`config.mk`:
```
export PLATFORM = sky130hd
export DESIGN_NAME = uop_sequencer
export DESIGN_NICKNAME = d
export VERILOG_FILES = /design/src/rtl/uop_sequencer_pkg.sv /design/src/rtl/uop_store.sv /design/src/rtl/uop_sequencer.sv
export SDC_FILE = /design/constraint.sdc
export NUM_CORES = 1
export LEC_CHECK = 0
export BUFFER_PORTS_ARGS = -buffer_cell sky130_fd_sc_hd__buf_2
export CAP_MARGIN = 20
export CORE_MARGIN = 3
export CORE_UTILIZATION = 35
export DETAILED_ROUTE_END_ITERATION = 8
export GPL_TIMING_DRIVEN = 0
export PLACE_DENSITY_LB_ADDON = 0.3
export SLEW_MARGIN = 20
export SYNTH_ARGS = -nofsm -noshare
export SYNTH_HDL_FRONTEND = slang
export SYNTH_SLANG_ARGS = --single-unit
```
`constraint.sdc`:
```
create_clock -name CLK -period 8.25 [get_ports CLK]
set_clock_uncertainty 0.15 [all_clocks]
set_input_delay 0.825 -clock CLK [delete_from_list [all_inputs] [get_ports CLK]]
set_output_delay 0.825 -clock CLK [all_outputs]
set_load 0.01 [all_outputs]
```
`src/rtl/uop_sequencer_pkg.sv`:
```
// Shared definitions for the microprogram sequencer: uOP codes, store entry layout, FSM states.
package uop_sequencer_pkg;

  localparam int unsigned UOP_W   = 5;
  localparam int unsigned ENTRY_W = 6;
  localparam int unsigned END_BIT = 5;
  localparam int unsigned CNT_W   = 4;

  localparam logic [UOP_W-1:0] UOP_RST = 5'b00000;
  localparam logic [UOP_W-1:0] UOP_LDM = 5'b00001;
  localparam logic [UOP_W-1:0] UOP_LDQ = 5'b00010;
  localparam logic [UOP_W-1:0] UOP_MUL = 5'b10110;
  localparam logic [UOP_W-1:0] UOP_MAX = 5'b10110;

  // Store entry: END flag in bit 5, uOP in bits 4:0.
  typedef struct packed {
    logic             end_f;
    logic [UOP_W-1:0] uop;
  } entry_t;

  typedef enum logic [1:0] {
    ST_IDLE    = 2'd0,
    ST_ISSUE   = 2'd1,
    ST_MULHOLD = 2'd2,
    ST_FINISH  = 2'd3
  } state_t;

endpackage

```
`src/rtl/uop_store.sv`:
```
// Writable micro-program store: DEPTH entries, one write port, one combinational read port.
module uop_store
  import uop_sequencer_pkg::*;
#(
  parameter int unsigned AW    = 4,
  parameter int unsigned DEPTH = 16
) (
  input  logic          CLK,
  input  logic          we,
  input  logic [AW-1:0] waddr,
  input  entry_t        wdata,
  input  logic [AW-1:0] raddr,
  output entry_t        rdata
);

  entry_t mem [DEPTH];

  always_ff @(posedge CLK) begin
    if (we) mem[waddr] <= wdata;
  end

  assign rdata = mem[raddr];

endmodule

```
`src/rtl/uop_sequencer.sv`:
```
// Microprogram sequencer: issues one uOP per clock from a writable store, holds the
// multiply uOP for MUL_CYCLES cycles and reports normal completion (DONE) or abort (ERR).
module uop_sequencer
  import uop_sequencer_pkg::*;
#(
  parameter int unsigned AW         = 4,
  parameter int unsigned DEPTH      = 16,
  parameter int unsigned MUL_CYCLES = 10
) (
  input  logic             CLK,
  input  logic             RST,
  input  logic             PWE,
  input  logic [AW-1:0]    PWADDR,
  input  logic [5:0]       PWDATA,
  input  logic             START,
  input  logic [AW-1:0]    START_ADDR,
  output logic [UOP_W-1:0] UOP,
  output logic             UOP_VALID,
  output logic             BUSY,
  output logic             DONE,
  output logic             ERR
);

  localparam logic [AW-1:0]    PC_LAST  = AW'(DEPTH - 1);
  localparam logic [CNT_W-1:0] MUL_LAST = CNT_W'(MUL_CYCLES - 1);

  state_t              state, state_nx;
  logic [AW-1:0]       pc, pc_nx;
  logic [CNT_W-1:0]    mul_cnt, mul_cnt_nx;
  entry_t              ent0_q, ent0_nx;
  logic                first_q, first_nx;
  logic                mul_end_q, mul_end_nx;
  logic                abort_q, abort_nx;
  logic [UOP_W-1:0]    uop_nx;
  logic                uop_valid_nx, busy_nx, done_nx, err_nx;

  entry_t              rd_ent, cur_ent;
  logic [AW-1:0]       rd_addr;
  logic                illegal, is_mul, pc_last, mul_last;

  // In IDLE the read port looks at START_ADDR so the first entry can be captured at the
  // START edge, before any same-cycle write lands in the store.
  assign rd_addr  = (state == ST_IDLE) ? START_ADDR : pc;
  assign cur_ent  = first_q ? ent0_q : rd_ent;
  assign illegal  = cur_ent.uop > UOP_MAX;
  assign is_mul   = cur_ent.uop == UOP_MUL;
  assign pc_last  = pc == PC_LAST;
  assign mul_last = mul_cnt == MUL_LAST;

  uop_store #(
    .AW    (AW),
    .DEPTH (DEPTH)
  ) u_store (
    .CLK   (CLK),
    .we    (PWE && (state == ST_IDLE)),
    .waddr (PWADDR),
    .wdata (entry_t'(PWDATA)),
    .raddr (rd_addr),
    .rdata (rd_ent)
  );

  // State and registered outputs
  always_ff @(posedge CLK or posedge RST) begin
    if (RST) begin
      state     <= ST_IDLE;
      pc        <= '0;
      mul_cnt   <= '0;
      ent0_q    <= '0;
      first_q   <= 1'b0;
      mul_end_q <= 1'b0;
      abort_q   <= 1'b0;
      UOP       <= UOP_RST;
      UOP_VALID <= 1'b0;
      BUSY      <= 1'b0;
      DONE      <= 1'b0;
      ERR       <= 1'b0;
    end else begin
      state     <= state_nx;
      pc        <= pc_nx;
      mul_cnt   <= mul_cnt_nx;
      ent0_q    <= ent0_nx;
      first_q   <= first_nx;
      mul_end_q <= mul_end_nx;
      abort_q   <= abort_nx;
      UOP       <= uop_nx;
      UOP_VALID <= uop_valid_nx;
      BUSY      <= busy_nx;
      DONE      <= done_nx;
      ERR       <= err_nx;
    end
  end

  // Next-state logic; an abort at the last entry also exits through FINISH
  always_comb begin
    state_nx = state;
    unique case (state)
      ST_IDLE:    if (START) state_nx = ST_ISSUE;
      ST_ISSUE: begin
        if (illegal)                          state_nx = ST_IDLE;
        else if (is_mul)                      state_nx = ST_MULHOLD;
        else if (cur_ent.end_f || pc_last)    state_nx = ST_FINISH;
      end
      ST_MULHOLD: begin
        if (mul_last) state_nx = (mul_end_q || pc_last) ? ST_FINISH : ST_ISSUE;
      end
      ST_FINISH:  state_nx = ST_IDLE;
      default:    state_nx = ST_IDLE;
    endcase
  end

  // Datapath and output next values
  always_comb begin
    pc_nx        = pc;
    mul_cnt_nx   = mul_cnt;
    ent0_nx      = ent0_q;
    first_nx     = 1'b0;
    mul_end_nx   = mul_end_q;
    abort_nx     = abort_q;
    uop_nx       = UOP;
    uop_valid_nx = UOP_VALID;
    busy_nx      = BUSY;
    done_nx      = 1'b0;
    err_nx       = 1'b0;
    unique case (state)
      ST_IDLE: begin
        uop_nx       = UOP_RST;
        uop_valid_nx = 1'b0;
        busy_nx      = START;
        if (START) begin
          pc_nx    = START_ADDR;
          ent0_nx  = rd_ent;
          first_nx = 1'b1;
          abort_nx = 1'b0;
        end
      end
      ST_ISSUE: begin
        if (illegal) begin
          uop_nx       = UOP_RST;
          uop_valid_nx = 1'b0;
          busy_nx      = 1'b0;
          err_nx       = 1'b1;
        end else begin
          uop_nx       = cur_ent.uop;
          uop_valid_nx = 1'b1;
          if (is_mul) begin
            mul_cnt_nx = CNT_W'(1);
            mul_end_nx = cur_ent.end_f;
          end else if (!cur_ent.end_f) begin
            if (pc_last) abort_nx = 1'b1;
            else         pc_nx    = pc + AW'(1);
          end
        end
      end
      ST_MULHOLD: begin
        // The ISSUE cycle presents the first copy; MULHOLD supplies the remaining ones.
        uop_nx       = UOP_MUL;
        uop_valid_nx = 1'b1;
        mul_cnt_nx   = mul_cnt + CNT_W'(1);
        if (mul_last && !mul_end_q) begin
          if (pc_last) abort_nx = 1'b1;
          else         pc_nx    = pc + AW'(1);
        end
      end
      ST_FINISH: begin
        uop_nx       = UOP_RST;
        uop_valid_nx = 1'b0;
        busy_nx      = 1'b0;
        done_nx      = !abort_q;
        err_nx       = abort_q;
      end
      default: ;
    endcase
  end

endmodule

```
Word level (Yosys, flattened, before mapping). Memories as Yosys holds them, arrays and structs flattened. Cells that the tools add are included.

Flip-flop bits (word level): 28. Memory bits (writable): 96. Input port bits: 18. Output and inout port bits: 9. Logic and storage cells: 89. Memories kept: 1.

Memory list: u_store.mem (depth 16, bits a word 6, read ports 1, clocked after memory_dff 0, write ports 1, line uop_store.sv:16) `entry_t mem [DEPTH];`.

Add/subtract/negate cells: 2. Order comparisons: 1. Eq/ne operators: 15. Mux-type cells: 39. Bitwise logic cells: 1. Reduce and logical (&&, ||, !) cells: 17.

Operator list (number): 4-bit two-way mux (9); 2-bit != test, second input constant (8); 5-bit one-hot mux with 3 select lines (1); 1-bit two-way mux (14); 2-bit two-way mux (6); 4-bit one-hot mux with 3 select lines (1); 1-bit one-hot mux with 3 select lines (3); 3-bit AND reduction (3); 4-bit by 1-bit adder with 4-bit output, second input constant (2); 4-bit == test, second input constant (2); 2-bit one-hot mux with 4 select lines (1); 4-bit one-hot mux with 2 select lines (1); 6-bit two-way mux (1); 6-bit AND reduction (1); 3-bit nonzero test (2); 5-bit == test, second input constant (1); 5-bit > comparator, second input constant (1); 5-bit two-way mux (1); 2-bit == test, second input constant (2); 4-bit != test, second input constant (1); 2-bit AND reduction (2); 2-bit by 1-bit == test with 1-bit output, second input constant (1); 1-bit logical AND (2); 1-bit zero test (2); 6 further kinds (7).

Logic depth before layout (Yosys ltp). An unclocked memory read counts as a cell.

Word-level depth: 9. Depth in mapped cells: 13. Mapped depth without buffers: 10.

Modules after synthesis. A second synthesis with hierarchy kept.

Cells, all modules: 322. Area total of the unflattened synthesis: 5360.1 um^2.

Modules (own cells, without submodules): uop_store (instances 1, cells an instance 172, area each 3774.9 um^2, seq. area each 2882.8 um^2); uop_sequencer (instances 1, cells an instance 150, area each 1585.3 um^2, seq. area each 700.7 um^2).

Worst setup path before layout. Ideal clock, no wire load.

Kind: input to register. From: input START_ADDR[0]. To: register abort_q. Setup time: 123 ps. Arrival time: 3031 ps. Path slack: 4946 ps. Stages on the path: 9. Buffers on the path: 1. Cells stage by stage: mux2i_1 -> buf_4 -> mux4_2 -> a22oi_1 -> nand2_1 -> mux2_2 -> a211oi_2 -> o21ai_1 -> o221a_1.

Longest elaborated chain between the ends: 6.

Ends and longest elaborated chain: start, declared (line uop_sequencer.sv:16) `input logic [AW-1:0] START_ADDR,`; 4-bit two-way mux * (line uop_sequencer.sv:43) `assign rd_addr = (state == ST_IDLE) ? START_ADDR : pc;`; memory read 16 x 6 bit *; 6-bit two-way mux * (line uop_sequencer.sv:44) `assign cur_ent = first_q ? ent0_q : rd_ent;`; 5-bit > comparator / 5-bit == test (equally long branches) (line uop_sequencer.sv:45, uop_sequencer.sv:46); 2-bit != test (no line); 6-bit AND reduction (no line) *; end signal, assigned (line uop_sequencer.sv:84) `abort_q <= abort_nx;`; end, declared (line uop_sequencer.sv:33) `logic abort_q, abort_nx;`.

Mark *: on every way between the ends. The rest lies on a longest branch, timed or not. A chain may end at the register's enable or synchronous reset.

Final worst setup path.
From: register state[0]. To: register state[1].

Longest elaborated chain between the ends: 8.

Ends and longest elaborated chain: start, declared (line uop_sequencer.sv:27) `state_t state, state_nx;`; start signal, assigned (line uop_sequencer.sv:78) `state <= state_nx;`; parallel branches: the longest is 8 deep, another holds memory read 16 x 6 bit.

Several ways; the timed one is not identified.

==> results.sh <==
export IMPL_seq_area_frac_synth_pct=64.7
export IMPL_dp_hpwl_um=8410
export IMPL_start_util_pct=36.0
export IMPL_dr_pass1_iters=5
export IMPL_p_int_w=0.00159
export IMPL_slowest_stage="mux4_2"
export IMPL_drt_wl_total_um=12300
export IMPL_p_comb_share_pct=40.4
export IMPL_hp_start="abort_q$_DFFE_PP0P_"
export IMPL_synth_area_sq_um=5540
export IMPL_clkSinkCount=124
export IMPL_grt_ovfl_total=0
export IMPL_met1_usage_pct=19.7
export IMPL_fin_crit_sh_pct=47.8
export IMPL_drcViolationCount=0
export IMPL_path_clk_slew_ns=0.06
export IMPL_placementRows=45
export IMPL_regArea_sq_um=3580
export IMPL_clockRootBuffer="clkbuf_16"
export IMPL_dpl_worst_slack_ns=4.18
export IMPL_cts_max_level=4
export IMPL_final_hold_viol_count=0
export IMPL_min_period_ns=3.94
export IMPL_portBuffers=25
export IMPL_max_freq_ghz=0.254
export IMPL_synthCells=374
export IMPL_crit_start="state[0]$_DFFE_PP0P_"
export IMPL_worst_setup_path_end_kind="flip-flop"
export IMPL_crit_chain="inv_1 > ha_1 > mux2i_1 > buf_4 > mux4_2 > nand2_1 > nand4_1 > mux2i_1 > o2111ai_1 > o21ai_1 > mux2_1"
export IMPL_syn_nets=400
export IMPL_diodes=0
export IMPL_grt_usage_pct=14.5
export IMPL_area_growth_pct=17.4
export IMPL_ctsResizeCount=0
export IMPL_status="complete, no violations"
export IMPL_ant_nets=0
export IMPL_p_switching_w=0.000953
export IMPL_yosys_register_bits=124
export IMPL_antenna_found_initial=0
export IMPL_die_h_um=132
export IMPL_pin_count=27
export IMPL_post_cts_setup_buffers=0
export IMPL_criticalPathCategory="flip-flop to flip-flop"
export IMPL_synthArstFlopShare_pct=22.6
export IMPL_critical_path_most_common_cell="mux2i_1"
export IMPL_slew_viol_final=0
export IMPL_required_ns=8.40
export IMPL_setup_tns_ns=0
export IMPL_leakagePower_nw=2.28
export IMPL_place_congestion=0.864
export IMPL_finalSetupViolCount=0
export IMPL_grt_pass1_wl_um=19100
export IMPL_netlist_cell_type_count=56
export IMPL_ys_warn_count=0
export IMPL_cp_arrival_ns=4.09
export IMPL_nFillCells=1380
export IMPL_layout_common_cells="edfxtp_1 (96), nand2_1 (37), dfrtp_1 (28), buf_2 (28), nor2_1 (27)"
export IMPL_synth_edf_count=96
export IMPL_seqPwrFrac_pct=31.4
export IMPL_worst_ir_drop_vdd_v=0.000276
export IMPL_drtIter0Drc=304
export IMPL_grt_met2_usage_pct=22.5
export IMPL_clk_path_buf_depth=2
export IMPL_multiInputGateArea_sq_um=1820
export IMPL_final_common_cell="edfxtp_1"
export IMPL_worstMarginPinSlew_ns=1.01
export IMPL_grt_max_degree=18
export IMPL_nets=445
export IMPL_power_density_nw_per_um2=390
export IMPL_core_area_sq_um=15400
export IMPL_dieArea_sq_um=17400
export IMPL_setup_ws_ns=4.31
export IMPL_p_clk_share_pct=28.2
export IMPL_critPathMaxStageDelay_ns=0.59
export IMPL_drive_above_1_share_pct=23.6
export IMPL_cap_violations=0
export IMPL_syn_avg_cell_area_sq_um=14.8
export IMPL_hold_class="flip-flop to flip-flop"
export IMPL_busiest_layer="met2"
export IMPL_die_width_um=132
export IMPL_cts_hold_buf=0
export IMPL_swShare_pct=37.5
export IMPL_rr_startpoint="state[0]$_DFFE_PP0P_"
export IMPL_relSlewSlack_pct=31.9
export IMPL_via_per_inst=5.27
export IMPL_dr_total_vias=3388
export IMPL_met3_usage_pct=4.24
export IMPL_clock_latency_ns=0.42
export IMPL_synth_ff_type="edfxtp_1"
export IMPL_cts_inserted_buffers=17
export IMPL_critical_path_startpoint_type="flip-flop"
export IMPL_cts_tree="built"
export IMPL_routedWlPerCell_um=19.1
export IMPL_grt_setup_unrepaired="no"
export IMPL_crit_fanout=10
export IMPL_grt_pass1_vias=3345
[power by group through the flow]
stage	Combinational, W	Sequential [W]	Clock [W]
global route	0.00112	0.000807	0.000757
floorplan	0.000754	0.000806	0
finish	0.00103	0.000797	0.000717
global placement	0.00100	0.000808	0
detailed placement	0.00102	0.000809	0
CTS	0.00102	0.000797	0.000724
[per-stage QoR]
| step | power [W] | hold WS, ns | instances | cell area, sq um | utilization (%) |
|---|---|---|---|---|---|
| 3_5_place_dp | 0.00183 | 0.333 | 611 | 5940 | 38.7 |
| 6_report | 0.00254 | 0.329 | 643 | 6500 | 42.3 |
| 5_1_grt | 0.00268 | 0.376 | 643 | 6500 | 42.3 |
| 2_1_floorplan | 0.00156 | 0.288 | 374 | 5540 | - |
| 3_3_place_gp | 0.00181 | 0.335 | 610 | 5930 | 38.6 |
| 4_1_cts | 0.00254 | 0.337 | 643 | 6500 | 42.3 |
[routing by layer]
layer | part of all wire, % | wire [um]
met5 | 0 | 0
met4 | 2.0 | 252
met3 | 4.8 | 594
met2 | 46 | 5690
met1 | 47 | 5760
[kinds of logic (layout without fill, tap and decap cells)]
logic type,count (synthesis),count (layout),share of synthesized area (%)
buffers and inverters,31,89,2.51
adder cells (fa/ha/maj),8,8,1.81
flip-flops,124,124,64.7
multiplexers,44,44,13.6
AND/OR/NAND/NOR,103,103,8.85
AO/OA/AOI/OAI,64,64,8.49
[sequential cells by signal (all words and copies together) (netlist names)]
register,flops
first_q,1
UOP,5
mul_cnt,4
UOP_VALID,1
BUSY,1
u_store.mem,96
abort_q,1
state,2
mul_end_q,1
pc,4
ent0_q,6
ERR,1
DONE,1
[synth_stat cells, types with 2 or more instances]
master     n  area (sq um)
o21ai_0    8          40.0
nor3_1     8          40.0
o21ai_1    4          20.0
nand4_1    6          37.5
a21oi_1    5          25.0
nand3b_1   3          22.5
edfxtp_1  96          2880
mux2_2    10           113
buf_4      3          22.5
buf_1      2          7.51
a22oi_1    5          37.5
a41oi_1    2          17.5
clkbuf_1   6          22.5
dfrtp_1   28           701
a32oi_1    3          26.3
and3_1     2          12.5
a31oi_1    5          31.3
nor2_1    27           101
mux2i_1    8          80.1
nand2b_1   5          31.3
buf_2      3          15.0
mux4_2    24           541
inv_1     15          56.3
ha_1       8           100
a311o_1    2          20.0
nor3b_1    2          15.0
o31ai_1    3          22.5
nor2b_1    2          12.5
mux2_1     2          22.5
nand3_1    6          30.0
nand2_1   37           139
o211ai_1   5          37.5
o32ai_1    6          52.6
[path summary, 6_finish.rpt]
| check | depth (start not counted) | endpoint | slack [ns] |
|---|---|---|---|
| max in group asynchronous | 3 | abort_q$_DFFE_PP0P_ | 7.03 |
| min in group asynchronous | 2 | mul_end_q$_DFFE_PP0P_ | 0.38 |
| hold / removal | 1 | DONE$_DFF_PP0_ | 0.33 |
| setup / recovery | 11 | state[1]$_DFFE_PP0P_ | 4.31 |
| hold reg to reg | 1 | DONE$_DFF_PP0_ | 0.33 |
| setup reg to reg | 11 | state[1]$_DFFE_PP0P_ | 4.31 |
[worst max-delay path, delay by kind of cell, from the launching register on]
| kind | cells | cell delay (ns) |
|---|---|---|
| AO/OA/AOI/OAI | 2 | 0.44 |
| adder cells (fa/ha/maj) | 1 | 0.26 |
| buffers and inverters | 2 | 0.48 |
| flip-flops | 1 | 0.41 |
| multiplexers | 4 | 1.82 |
| AND/OR/NAND/NOR | 2 | 0.27 |
[layout make-up]
cell class                      instances  area share [%]
Sequential cell                       124            55.1
Multi-Input combinational cell        219            27.9
Clock buffer                           17            6.54
Tap cell                              211            4.06
Timing Repair Buffer                   26            2.15
Clock inverter                         15            2.10
Buffer                                 15            1.21
Inverter                               16           0.923
(Power assumes the default switching activity.)
